--- config.mk ---
export PLATFORM = sky130hd
export DESIGN_NAME = vedic_mul16_seq
export DESIGN_NICKNAME = d
export VERILOG_FILES = /design/src/rtl/vedic_mul16_seq.sv
export SDC_FILE = /design/constraint.sdc
export NUM_CORES = 1
export LEC_CHECK = 0
export ABC_AREA = 1
export BUFFER_PORTS_ARGS = -buffer_cell sky130_fd_sc_hd__buf_2
export CAP_MARGIN = 20
export CORE_MARGIN = 2
export CORE_UTILIZATION = 62
export CTS_CLUSTER_DIAMETER = 40
export DETAILED_ROUTE_END_ITERATION = 10
export PLACE_DENSITY = 0.83
export RECOVER_POWER = 25
export SYNTH_ARGS = -nofsm -noshare
export SYNTH_HDL_FRONTEND = slang
export SYNTH_SLANG_ARGS = --single-unit
--- constraint.sdc ---
create_clock -name clk -period 7.35 [get_ports clk]
set_input_delay 0.3675 -clock clk [delete_from_list [all_inputs] [get_ports clk]]
set_output_delay 0.3675 -clock clk [all_outputs]
set_load 0.02 [all_outputs]
--- src/rtl/vedic_mul16_seq.sv ---
// ---------------------------------------------------------------------------
// vedic_mul16_seq
//   Sequential 16x16 unsigned multiplier. A single 8x8 Vedic multiplier
//   (i8bit_mul) is reused over four steps. Each step multiplies one pair of
//   operand bytes and adds the shifted 16-bit partial product into a 32-bit
//   accumulator.
//
//   Ports:
//     clk        rising-edge clock
//     rst        synchronous, active-high reset
//     in_valid   operand pair valid
//     in_ready   operands can be accepted (IDLE only)
//     a, b       16-bit unsigned operands
//     out_valid  product valid on p (DONE)
//     out_ready  sink accepts product
//     p          32-bit product, driven from the accumulator register
//     busy       operation in flight (MUL or DONE)
//
//   Parameter ZERO_SKIP: when non-zero, an operand pair with a zero operand
//   completes after a single cycle instead of four multiply steps.
// ---------------------------------------------------------------------------

// 2x2 Vedic (Urdhva-Tiryagbhyam) multiplier cell.
module vedic_mul2 (
  input  logic [1:0] a,
  input  logic [1:0] b,
  output logic [3:0] p
);
  logic cross_carry;
  logic high_term;

  always_comb begin
    high_term   = a[1] & b[1];
    cross_carry = (a[1] & b[0]) & (a[0] & b[1]);
    p[0]        = a[0] & b[0];
    p[1]        = (a[1] & b[0]) ^ (a[0] & b[1]);
    p[2]        = high_term ^ cross_carry;
    p[3]        = high_term & cross_carry;
  end
endmodule

// 4x4 Vedic multiplier built from four 2x2 cells.
module vedic_mul4 (
  input  logic [3:0] a,
  input  logic [3:0] b,
  output logic [7:0] p
);
  logic [3:0] q0, q1, q2, q3;
  logic [7:0] cross_sum;

  vedic_mul2 u_ll (.a(a[1:0]), .b(b[1:0]), .p(q0));
  vedic_mul2 u_hl (.a(a[3:2]), .b(b[1:0]), .p(q1));
  vedic_mul2 u_lh (.a(a[1:0]), .b(b[3:2]), .p(q2));
  vedic_mul2 u_hh (.a(a[3:2]), .b(b[3:2]), .p(q3));

  // The outer terms concatenate without overlap; the two cross terms share
  // a weight of 2^2 and are summed before being folded in.
  always_comb begin
    cross_sum = {4'b0000, q1} + {4'b0000, q2};
    p         = {q3, q0} + (cross_sum << 2);
  end
endmodule

// 8x8 Vedic multiplier built from four 4x4 blocks.
module i8bit_mul (
  input  logic [7:0]  a,
  input  logic [7:0]  b,
  output logic [15:0] p
);
  logic [7:0]  q0, q1, q2, q3;
  logic [15:0] cross_sum;

  vedic_mul4 u_ll (.a(a[3:0]), .b(b[3:0]), .p(q0));
  vedic_mul4 u_hl (.a(a[7:4]), .b(b[3:0]), .p(q1));
  vedic_mul4 u_lh (.a(a[3:0]), .b(b[7:4]), .p(q2));
  vedic_mul4 u_hh (.a(a[7:4]), .b(b[7:4]), .p(q3));

  always_comb begin
    cross_sum = {8'h00, q1} + {8'h00, q2};
    p         = {q3, q0} + (cross_sum << 4);
  end
endmodule

module vedic_mul16_seq #(
  parameter int unsigned ZERO_SKIP = 1
) (
  input  logic        clk,
  input  logic        rst,
  input  logic        in_valid,
  output logic        in_ready,
  input  logic [15:0] a,
  input  logic [15:0] b,
  output logic        out_valid,
  input  logic        out_ready,
  output logic [31:0] p,
  output logic        busy
);

  typedef enum logic [1:0] {
    IDLE = 2'd0,
    MUL  = 2'd1,
    DONE = 2'd2
  } state_t;

  state_t      state, state_next;
  logic [1:0]  step, step_next;
  logic [15:0] ra, ra_next;
  logic [15:0] rb, rb_next;
  logic [31:0] acc, acc_next;

  logic [7:0]  mul_a;
  logic [7:0]  mul_b;
  logic [15:0] pp;
  logic [31:0] pp_shifted;
  logic        zero_operand;

  // step[0] selects the high byte of ra, step[1] the high byte of rb, giving
  // the order lo*lo, hi*lo, lo*hi, hi*hi.
  always_comb begin
    mul_a = step[0] ? ra[15:8] : ra[7:0];
    mul_b = step[1] ? rb[15:8] : rb[7:0];
  end

  i8bit_mul u_mul (
    .a (mul_a),
    .b (mul_b),
    .p (pp)
  );

  always_comb begin
    unique case (step)
      2'd0:    pp_shifted = {16'h0000, pp};
      2'd3:    pp_shifted = {pp, 16'h0000};
      default: pp_shifted = {8'h00, pp, 8'h00};
    endcase
  end

  assign zero_operand = (ra == '0) || (rb == '0);

  always_ff @(posedge clk) begin
    if (rst) begin
      state <= IDLE;
      step  <= '0;
      ra    <= '0;
      rb    <= '0;
      acc   <= '0;
    end else begin
      state <= state_next;
      step  <= step_next;
      ra    <= ra_next;
      rb    <= rb_next;
      acc   <= acc_next;
    end
  end

  always_comb begin
    state_next = state;
    step_next  = step;
    ra_next    = ra;
    rb_next    = rb;
    acc_next   = acc;

    unique case (state)
      IDLE: begin
        if (in_valid) begin
          ra_next    = a;
          rb_next    = b;
          acc_next   = '0;
          step_next  = '0;
          state_next = MUL;
        end
      end

      MUL: begin
        // The zero test looks at the captured operands in the first MUL
        // cycle, so a skipped operation still completes one cycle after
        // acceptance and no input-to-state path goes through the comparator.
        if ((ZERO_SKIP != 0) && zero_operand) begin
          acc_next   = '0;
          step_next  = '0;
          state_next = DONE;
        end else begin
          acc_next  = acc + pp_shifted;
          step_next = step + 2'd1;
          if (step == 2'd3) begin
            state_next = DONE;
          end
        end
      end

      DONE: begin
        if (out_ready) begin
          state_next = IDLE;
        end
      end

      default: begin
        state_next = IDLE;
      end
    endcase
  end

  assign in_ready  = (state == IDLE);
  assign out_valid = (state == DONE);
  assign busy      = (state != IDLE);
  assign p         = acc;

endmodule

==> results.cfg <==
[global_route]
grt_max_degree = 43
grt_overflow = 0
grt_pass1_vias = 7123
antenna_found_initial = 0
grt_pass1_wl_um = 33820
grt_use_total_pct = 32.08

[finish]
multi_input_area_um2 = 5590
nNetsFinal = 1366
seq_area_um2 = 1366
diodes = 0
fill_cells = 1096
drive_gt1_share_pct = 10.70
area_delta_synth_final_pct = 11.37
final_core_util_pct = 70.40

[floorplanning]
io_pins = 71
die_x_um = 114.2
die_h_um = 114.2
row_count = 40
start_util_pct = 63.21
core_area_um2 = 11910
die-area_um2 = 13040

[cts]
clockRootBuffer = clkbuf_16
clock_sinks = 68
worstSkewPairLatency_ns = 0.34
cts_tree = built
cts_buffer_depth = 2
htree_levels = 3
numCtsBuffers = 9
hold_buffers = 0
path_clk_slew_ns = 0.07
postCtsSetupBuffers = 0

[logic_synthesis]
mappedNetlistNets = 1293
yosysTopAreaCell = ha_1
ys_ff_latch = 68
synth_top_area_share_pct = 19.61
postSynthCellCount = 1128
yosysMostFrequentCell = nand2_1
synth_edf_count = 0
yosysWarnings = 0
async_reset_ff_share_pct = 0
syn_area_um2 = 7530
ys_types = 46
synthFlopType = dfxtp_1
ys_seq_area_share_pct = 18.08
synth_commonest_cells = 204 x nand2_1, 190 x nor2_1, 119 x inv_1
syn_area_per_cell_um2 = 6.675
synth.top_cells.by_area = ha_1 20%, dfxtp_1 18%, nand2_1 10%

[timing]
fin_crit_sh_pct = 93.31
max_clock_freq_ghz = 0.1458
tightest_slew_ns = 0.9681
fin_setup_tns_ns = 0
final_critical_path_setup_slack_ns = 0.4914
finalSetupViolations = 0
period_needed_ns = 6.859
slew_violations = 0
relSlewSlack_pct = 35.39
fin_skew_ns = 0.005917
rsz0062_at_grt = false
hold_violations = 0

[drt]
num_vias = 7677
via_per_inst = 5.674
wire_per_inst_um = 14.93
drc = 0
drt_first_pass_iters = 7
ant_nets = 0
wirelength_um = 20210
drtIter0Drc = 598

[pwr]
power_mw = 1.655
p_leak_nw = 4.242
p_per_area_nw_per_um2 = 197.3
ir_worst_vdd_mv = 0.2122

[worst_hold_path]
min_path_type = in2reg

[setup_path]
crit_fanout = 9
endpoint_kind = flip-flop
crit_type = reg2reg
crit_top_cell = ha_1
slowest_delay_ns = 0.49
crit_slowest_cell = dfxtp_2
worst_ep_arrival_time_ns = 7.05
required_ns = 7.54
worst_setup_path_start_kind = flip-flop

[placed_design]
pre_cts_slack_ns = 0.2015
gp_congestion = 1.033
hpwl_um = 16010
portBuffers = 70

[flow_run]
max_cap_violations = 0

[outcome]
status = finished, final reports clean
==> power breakdown <==
part,internal [mW],switching (mW)
clock network,0.268,0.192
registers,0.401,0.0322
logic,0.261,0.501
total,0.930,0.725
==> cell type report <==
| class | instances | area share (%) |
|---|---|---|
| clock inverters | 7 | 0.9549 |
| inverters | 126 | 5.640 |
| repair buffers | 87 | 5.566 |
| clock buffers | 9 | 2.686 |
| well taps | 147 | 2.193 |
| multi-input cells | 909 | 66.67 |
| flip-flops and latches | 68 | 16.29 |
==> per-stage QoR <==
stage | std cells | instance area (um^2) | hold slack, ns
after detailed placement | 1336 | 8060 | 0.4619
after CTS | 1352 | 8366 | 0.2742
after global placement | 1336 | 8060 | 0.4609
after floorplan | 1128 | 7530 | 0.4430
final | 1353 | 8386 | 0.2685
after global routing | 1353 | 8386 | 0.2966
==> critical path, delay by kind of cell, from the launching register on <==
kind / cells / cell delay, ns
flip-flops: 1 / 0.49
adder cells (fa/ha/maj): 7 / 2.17
buffers and inverters: 3 / 0.18
XOR/XNOR: 4 / 0.74
multiplexers: 1 / 0.42
AND/OR/NAND/NOR: 11 / 1.22
AO/OA/AOI/OAI: 8 / 1.46
==> final timing paths <==
check                from  endpoint  slack [ns]  cells past startpoint
setup / recovery  step[1]     p[20]        0.49                     34
hold / removal       a[3]     ra[3]        0.27                      3
setup reg to reg  step[1]     p[20]        0.49                     34
hold reg to reg    ra[12]    ra[12]        0.48                      2
==> what timing repair did <==
action | CTS | global route
resized for setup | 0 | 8
setup endpoints to repair | 0 | 17
endpoints found under the hold margin | 0 | 0
==> placed cells by master, fill, tap and decap left out, drive strengths merged, types with 10 or more instances in the layout <==
master / netlist / final
nor2: 197 / 197
nand4: 11 / 11
fa: 11 / 11
nand2: 216 / 216
xor2: 26 / 26
inv: 125 / 129
a21oi: 104 / 104
clkbuf: 16 / 34
o22ai: 14 / 14
o21bai: 10 / 10
ha: 118 / 118
buf: 8 / 62
o21ai: 67 / 67
dfxtp: 68 / 68
xnor2: 15 / 15
nand3: 69 / 69
==> layer usage <==
layer | share of wire (%) | vias to the layer above | GRT usage, %
met5 | 0 | - | 0
li1 | - | 3912 | -
met3 | 8.8 | 27 | 5.770
met2 | 43 | 275 | 51.03
met4 | 1.5 | 0 | 7.886
met1 | 46 | 3463 | 45.15
==> cells by family after synthesis <==
group	count (synthesis)	share of synthesized area, %
flops	68	18.08
simple gates	517	29.64
fa+ha+maj	129	22.53
buf+inv	151	7.926
mux	8	1.064
compound gates	214	15.99
xor+xnor	41	4.769
==> sequential cells by signal, summed over array words and instances (netlist names) <==
| register | count |
|---|---|
| p | 32 |
| ra | 16 |
| rb | 16 |
| state | 2 |
| step | 2 |
(Power assumes the default switching activity.)
